## config.mk

```make
export PLATFORM = sky130hd
export DESIGN_NAME = ro_puf_response_engine
export DESIGN_NICKNAME = d
export VERILOG_FILES = /design/src/rtl/ro_puf_response_engine.sv
export SDC_FILE = /design/constraint.sdc
export NUM_CORES = 1
export LEC_CHECK = 0
export ABC_AREA = 1
export CAP_MARGIN = 20
export CORE_AREA = 5 5 133 135
export CTS_BUF_LIST = sky130_fd_sc_hd__clkbuf_8
export DETAILED_ROUTE_END_ITERATION = 10
export DIE_AREA = 0 0 138 140
export PLACE_DENSITY_LB_ADDON = 0.08
export SLEW_MARGIN = 20
export SYNTH_ARGS = -nofsm -noshare
export SYNTH_HDL_FRONTEND = slang
export SYNTH_SLANG_ARGS = --single-unit
```

## constraint.sdc

```tcl
create_clock -name clk -period 7.1 [get_ports clk]
set_input_delay 1.42 -clock clk [delete_from_list [all_inputs] [get_ports clk]]
set_output_delay 1.42 -clock clk [all_outputs]
set_load 0.01 [all_outputs]
```

## src/rtl/ro_puf_response_engine.sv

```systemverilog
// Ring-oscillator PUF response engine. For each challenge pair in a batch it counts
// the synchronised rising edges of two oscillators over a fixed window and compares them.
module ro_puf_response_engine #(
  parameter int unsigned NUM_RO    = 16,
  parameter int unsigned SEL_W     = 4,
  parameter int unsigned CNT_W     = 16,
  parameter int unsigned WINDOW    = 1024,
  parameter int unsigned NUM_PAIRS = 8
) (
  input  logic                       clk,
  input  logic                       reset,
  input  logic [NUM_RO-1:0]          RO_out,
  input  logic                       start,
  input  logic [NUM_PAIRS*SEL_W-1:0] Cha0,
  input  logic [NUM_PAIRS*SEL_W-1:0] Cha1,
  output logic                       busy,
  output logic                       resp_valid,
  input  logic                       resp_ready,
  output logic [NUM_PAIRS-1:0]       Response,
  output logic [NUM_PAIRS-1:0]       Tie
);

  localparam int unsigned CHA_W  = NUM_PAIRS * SEL_W;
  localparam int unsigned SEL_N  = 1 << SEL_W;
  localparam int unsigned WIN_W  = (WINDOW > 1) ? $clog2(WINDOW) : 1;
  localparam int unsigned PIDX_W = (NUM_PAIRS > 1) ? $clog2(NUM_PAIRS) : 1;

  localparam logic [CNT_W-1:0]  CNT_MAX   = {CNT_W{1'b1}};
  localparam logic [WIN_W-1:0]  WIN_LAST  = WIN_W'(WINDOW - 1);
  localparam logic [PIDX_W-1:0] PIDX_LAST = PIDX_W'(NUM_PAIRS - 1);

  typedef enum logic [2:0] {
    S_IDLE,
    S_LOAD,
    S_COUNT,
    S_COMPARE,
    S_DONE
  } state_t;

  state_t             state;
  logic [CHA_W-1:0]   cha0_q;
  logic [CHA_W-1:0]   cha1_q;
  logic [PIDX_W-1:0]  pidx;
  logic [SEL_W-1:0]   sel0;
  logic [SEL_W-1:0]   sel1;
  logic [CNT_W-1:0]   cnt0;
  logic [CNT_W-1:0]   cnt1;
  logic [WIN_W-1:0]   win;

  logic [NUM_RO-1:0]  sync1;
  logic [NUM_RO-1:0]  sync2;
  logic [NUM_RO-1:0]  prev;
  logic [SEL_N-1:0]   rise_c;
  logic               edge0_c;
  logic               edge1_c;

  // Free-running synchroniser and edge-history stages for every oscillator
  always_ff @(posedge clk or posedge reset) begin
    if (reset) begin
      sync1 <= '0;
      sync2 <= '0;
      prev  <= '0;
    end else begin
      sync1 <= RO_out;
      sync2 <= sync1;
      prev  <= sync2;
    end
  end

  // Indices beyond the oscillator array read as a constant-zero input
  always_comb begin
    rise_c             = '0;
    rise_c[NUM_RO-1:0] = sync2 & ~prev;
  end

  assign edge0_c = rise_c[sel0];
  assign edge1_c = rise_c[sel1];

  always_ff @(posedge clk or posedge reset) begin
    if (reset) begin
      state      <= S_IDLE;
      cha0_q     <= '0;
      cha1_q     <= '0;
      pidx       <= '0;
      sel0       <= '0;
      sel1       <= '0;
      cnt0       <= '0;
      cnt1       <= '0;
      win        <= '0;
      busy       <= 1'b0;
      resp_valid <= 1'b0;
      Response   <= '0;
      Tie        <= '0;
    end else begin
      case (state)
        S_IDLE: begin
          if (start) begin
            cha0_q <= Cha0;
            cha1_q <= Cha1;
            pidx   <= '0;
            busy   <= 1'b1;
            state  <= S_LOAD;
          end
        end

        S_LOAD: begin
          sel0  <= cha0_q[pidx*SEL_W +: SEL_W];
          sel1  <= cha1_q[pidx*SEL_W +: SEL_W];
          cnt0  <= '0;
          cnt1  <= '0;
          win   <= '0;
          state <= S_COUNT;
        end

        S_COUNT: begin
          if (edge0_c && (cnt0 != CNT_MAX)) cnt0 <= cnt0 + CNT_W'(1);
          if (edge1_c && (cnt1 != CNT_MAX)) cnt1 <= cnt1 + CNT_W'(1);
          if (win == WIN_LAST) begin
            state <= S_COMPARE;
          end else begin
            win <= win + WIN_W'(1);
          end
        end

        S_COMPARE: begin
          Response[pidx] <= (cnt0 > cnt1);
          Tie[pidx]      <= (cnt0 == cnt1);
          if (pidx == PIDX_LAST) begin
            resp_valid <= 1'b1;
            busy       <= 1'b0;
            state      <= S_DONE;
          end else begin
            pidx  <= pidx + PIDX_W'(1);
            state <= S_LOAD;
          end
        end

        S_DONE: begin
          // Response and Tie stay put after the handshake until the next batch
          if (resp_ready) begin
            resp_valid <= 1'b0;
            state      <= S_IDLE;
          end
        end

        default: state <= S_IDLE;
      endcase
    end
  end

endmodule

```

Word-level counts from Yosys, hierarchy flattened:

Cells that the tools add are included.

* multiplexer cells: 28
* order comparisons: 5
* add/subtract/negate cells: 4
* shift-type cells: 2
* reductions and logical operators: 15
* equality and inequality tests: 17
* bitwise logic cells: 2

Operators with widths (count)
* $pmux W16 S2: 2
* $shiftx A32 B6 Y4: 2
* $add A16 B1 Y16 const B: 2
* $mux W16: 2
* $ne A16 B16 Y1 const B: 2
* $pmux W10 S2: 1
* $mux W3: 6
* $and A16 B16 Y16: 1
* $bwmux W8: 2
* $eq A16 B16 Y1: 1
* $gt A16 B16 Y1: 1
* $ne A2 B2 Y1 const B: 8
* $not A16 Y16: 1
* $pmux W3 S5: 1
* $reduce_and A3 Y1: 4
* $add A10 B1 Y10 const B: 1
* $eq A10 B10 Y1 const B: 1
* $lt A4 B5 Y1 const B: 2
* $mux W10: 1
* $bmux W1 S4: 2
* $reduce_and A2 Y1: 4
* $mux W1: 7
* $eq A3 B2 Y1 const B: 2
* $eq A3 B3 Y1 const B: 2
* other kinds (10): 15

* register bits after elaboration: 186
* input port bits: 84
* output and inout port bits: 18

Depth between registers and ports, before layout:

* word-level depth: 7
* depth in mapped cells: 12
* gate-level depth less buffers: 11

Least setup slack after synthesis:

Ideal clock, no wire load.

* path kind: input -> register
* from: input port start
* to: register cha1_q[0]
* setup slack: 4.726 ns
* cell stages on the path: 4
* data arrival time: 2.246 ns
* path through: nand3_1 -> buf_2 -> buf_4 -> mux2_1

* longest elaborated chain between the ends: 1

RTL lines
* start: declaration: RTL line 13 `input logic start,`
* $reduce_and A2 Y1 (no line)
* end signal: assignment: RTL line 99 `cha1_q <= Cha1;`
* end: declaration: RTL line 42 `logic [CHA_W-1:0] cha1_q;`

No other way between the ends.
A chain may end at the register's enable or synchronous reset.

Worst setup path after layout:

* from: register resp_valid
* to: output port resp_valid

RTL lines
* start: declaration: RTL line 17 `output logic resp_valid,`
* start signal: assignment: RTL line 91 `resp_valid <= 1'b0;`
* start signal: assignment: RTL line 129 `resp_valid <= 1'b1;`
* start signal: assignment: RTL line 141 `resp_valid <= 1'b0;`

No word-level cell between the ends.

==> flow_summary_export.csv <==
group,metric,value,unit
critical_path,worst-setup-path-type,"reg2out",
floorplanning,die_x,138,µm
cells_and_area,final_common_cell,"dfrtp_1",
synth,netlist_area,0.00874,mm²
synth,syn_inst,950,
power_and_ir_drop,power_leakage,4.74,nW
critical_path,cp.buffers_inverters,1,
synth,ys_seq_elements,186,
critical_path,crit_chain,"clkdlybuf4s50_1",
power_and_ir_drop,p_clk_share,19.4,%
synth,synthTopCellsByArea,"dfrtp_1 (53%), nand2_1 (7.6%), mux2_2 (7.6%)",
critical_path,cp.arrival,1.39,ns
power_and_ir_drop,power_switching,1.26,mW
critical_path,startpoint_type,"flip-flop",
critical_path,rr_worst_depth,6,
clock_tree,clock-sinks,186,
power_and_ir_drop,internal-power,2.06,mW
synth,ys_warn_count,0,
floorplanning,rows,47,
clock_tree,insertion_delay,0.46,ns
clock_tree,post_cts_buffers,0,
placed_design,hpwl,12900,µm
floorplanning,io_pins,102,
floorplanning,fp.dieH,140,µm
synth,syn_nets,1055,
detailed_routing,wl_met1,8870,µm
synth,synth_cell_types,40,
synth,synth-seq-area-share,53.3,%
critical_path,max_stage_delay,0.58,ns
detailed_routing,wl_met3,777,µm
clock_tree,ctsHoldBuffers,0,
floorplanning,core_area,0.0163,mm²
power_and_ir_drop,sw_frac_of_total,38.0,%
hold_path,min-delay-path-class,"reg2reg",
status,outcome,"finished clean",
cells_and_area,num-nets-final,1149,
timing,finalCritPeriodShare,39.6,%
detailed_routing,drc_errors,0,
critical_path,worstSetupPathDepth,1,
global_route,gr-usage-all-layers,20.0,%
clock_tree,htreeDepth,4,
global_route,antenna_found_initial,0,
critical_path,crit_slowest_cell,"clkdlybuf4s50_1",
cells_and_area,diodes,0,
clock_tree,post_cts_resize_count,0,
cells_and_area,mostFrequentLayoutCells,"dfrtp_1 (186), nand2_1 (178), nor2_1 (112), clkdlybuf4s50_1 (101), nand3_1 (85)",
timing,drv_slew,0,
floorplanning,initial_core_util,53.5,%
detailed_routing,topRoutingLayerUsed,"met4",
detailed_routing,met2_length,8540,µm
timing,setup_viol,0,
power_and_ir_drop,power_density,324,mW/mm²
hold_path,worstHoldPathCells,0,
timing,worst_pin_slew,1.00,ns
power_and_ir_drop,seq_power_share,44.8,%
timing,holdWs,0.356,ns
timing,grt_setup_unrepaired,"false",
cells_and_area,layout-drive-gt1-share,11.6,%
placed_design,numPortBuffers,101,
power_and_ir_drop,power.total,3.32,mW
timing,relSlewSlack,33.3,%
detailed_routing,via_per_inst,5.10,
detailed_routing,drtIter0Drc,381,
detailed_routing,via_count,6504,
critical_path,crit_family,"buffers and inverters",
critical_path,worstPathRequired,5.68,ns
clock_tree,root_buffer,"clkbuf_8",
detailed_routing,drtPass1Iterations,5,
power_and_ir_drop,combPwrFrac,35.8,%
timing,skew,0.0151,ns
clock_tree,cts_tree,"yes",
clock_tree,cts.clk_slew.worst_paths,0.09,ns
detailed_routing,routed_wl,18400,µm
power_and_ir_drop,ir_drop,0.000235,V
timing,fmax,0.356,GHz
global_route,grt_pass1_wl,31800,µm
global_route,grt_max_degree,82,
critical_path,critPathCaptureType,"output pin",
synth,synth_top_area_share,53.3,%
global_route,grt_pass1_vias,6340,
critical_path,crit_path_max_fanout,2,
timing,period_needed,2.81,ns
floorplanning,dieArea,0.0193,mm²
synth,synth.largest_area_cell,"dfrtp_1",
detailed_routing,final_antenna_net_count,0,
clock_tree,clock_path_buffers,2,
placed_design,gp_congestion,0.813,
timing,final_hold_viol_count,0,
synth,syn_area_per_cell,9.20,µm²
timing,tns,0,ns
detailed_routing,wl_per_cell,14.4,µm
cells_and_area,syn2layout_area_growth,17.5,%
global_route,grt_overflow,0,
clock_tree,cts_buffers,17,
job,maxCapViolCount,0,
-- final cells by class --
cell class,instances,area [µm²]
Clock buffer,18,248
Clock inverter,13,108
Fill cell,1487,6080
Inverter,86,328
Multi-Input combinational cell,647,3610
Sequential cell,186,4650
Tap cell,220,275
Timing Repair Buffer,106,1050
-- metrics by stage --
stage | setup slack [ns] | utilization, % | instance area [µm²] | cells
3_5_place_dp | 3.88 | 60.6 | 9910 | 1245
5_1_grt | 4.19 | 62.8 | 10300 | 1276
3_3_place_gp | 3.86 | 60.6 | 9910 | 1245
4_1_cts | 4.24 | 62.8 | 10300 | 1276
2_1_floorplan | 0.623 | - | 8740 | 950
6_report | 4.29 | 62.8 | 10300 | 1276
-- Yosys cell counts (all sizes together) --
library cell and instances:
buf 20, nor2 115, o2111a 1, nor3b 4
nand3b 2, o31ai 1, inv 85, dfrtp 186
nand4 9, clkbuf 11, o21ai 76, nand2 185
o221ai 7, clkinv 1, mux2 60, nor4 1
nor3 15, nand3 86, o21bai 1, a21oi 50
o21a 4, o211ai 1, xor2 6, o22ai 1
ha 21, and3 1
-- layer usage --
layer / up-vias / GRT usage, %
met4: 0 / 5.04
met1: 3047 / 28.7
met2: 115 / 30.8
li1: 3330 / -
met5: - / 0
met3: 12 / 4.84
-- cells by family after synthesis --
kind of cell / synth area share (%)
AOI/OAI and AO/OA: 8.76
xor gates and xnor gates: 0.601
adders and majority gates: 3.01
buffers and inverters: 5.53
DFF: 53.3
muxes: 7.73
and+or+nand+nor: 21.1
-- flip-flops by register name (all words and copies together) (netlist names) --
register    count
sel0            4
win            10
cnt1           16
pidx            3
sync2          16
sel1            4
state           3
busy            1
Tie             8
cnt0           16
prev           16
cha1_q         32
sync1          16
cha0_q         32
resp_valid      1
Response        8
-- worst paths after layout --
kind                                 start          end  slack, ns
worst max-delay path            resp_valid   resp_valid       4.29
worst min-delay path             sync1[14]    sync2[14]       0.36
worst max register to register    cnt0[13]  Response[0]       4.81
worst min register to register   sync1[14]    sync2[14]       0.36
max in group asynchronous            reset   cha0_q[14]       4.44
min in group asynchronous            reset    sync1[11]       1.46
-- power groups by stage --
stage / Clock, mW / Sequential, mW / Combinational [mW]
4_1_cts: 0.667 / 1.49 / 1.20
5_1_grt: 0.716 / 1.53 / 1.34
3_5_place_dp: 0 / 1.51 / 1.20
3_3_place_gp: 0 / 1.50 / 1.18
6_report: 0.645 / 1.49 / 1.19
2_1_floorplan: 0 / 1.46 / 0.923
Power figures use the tool's default switching activity.
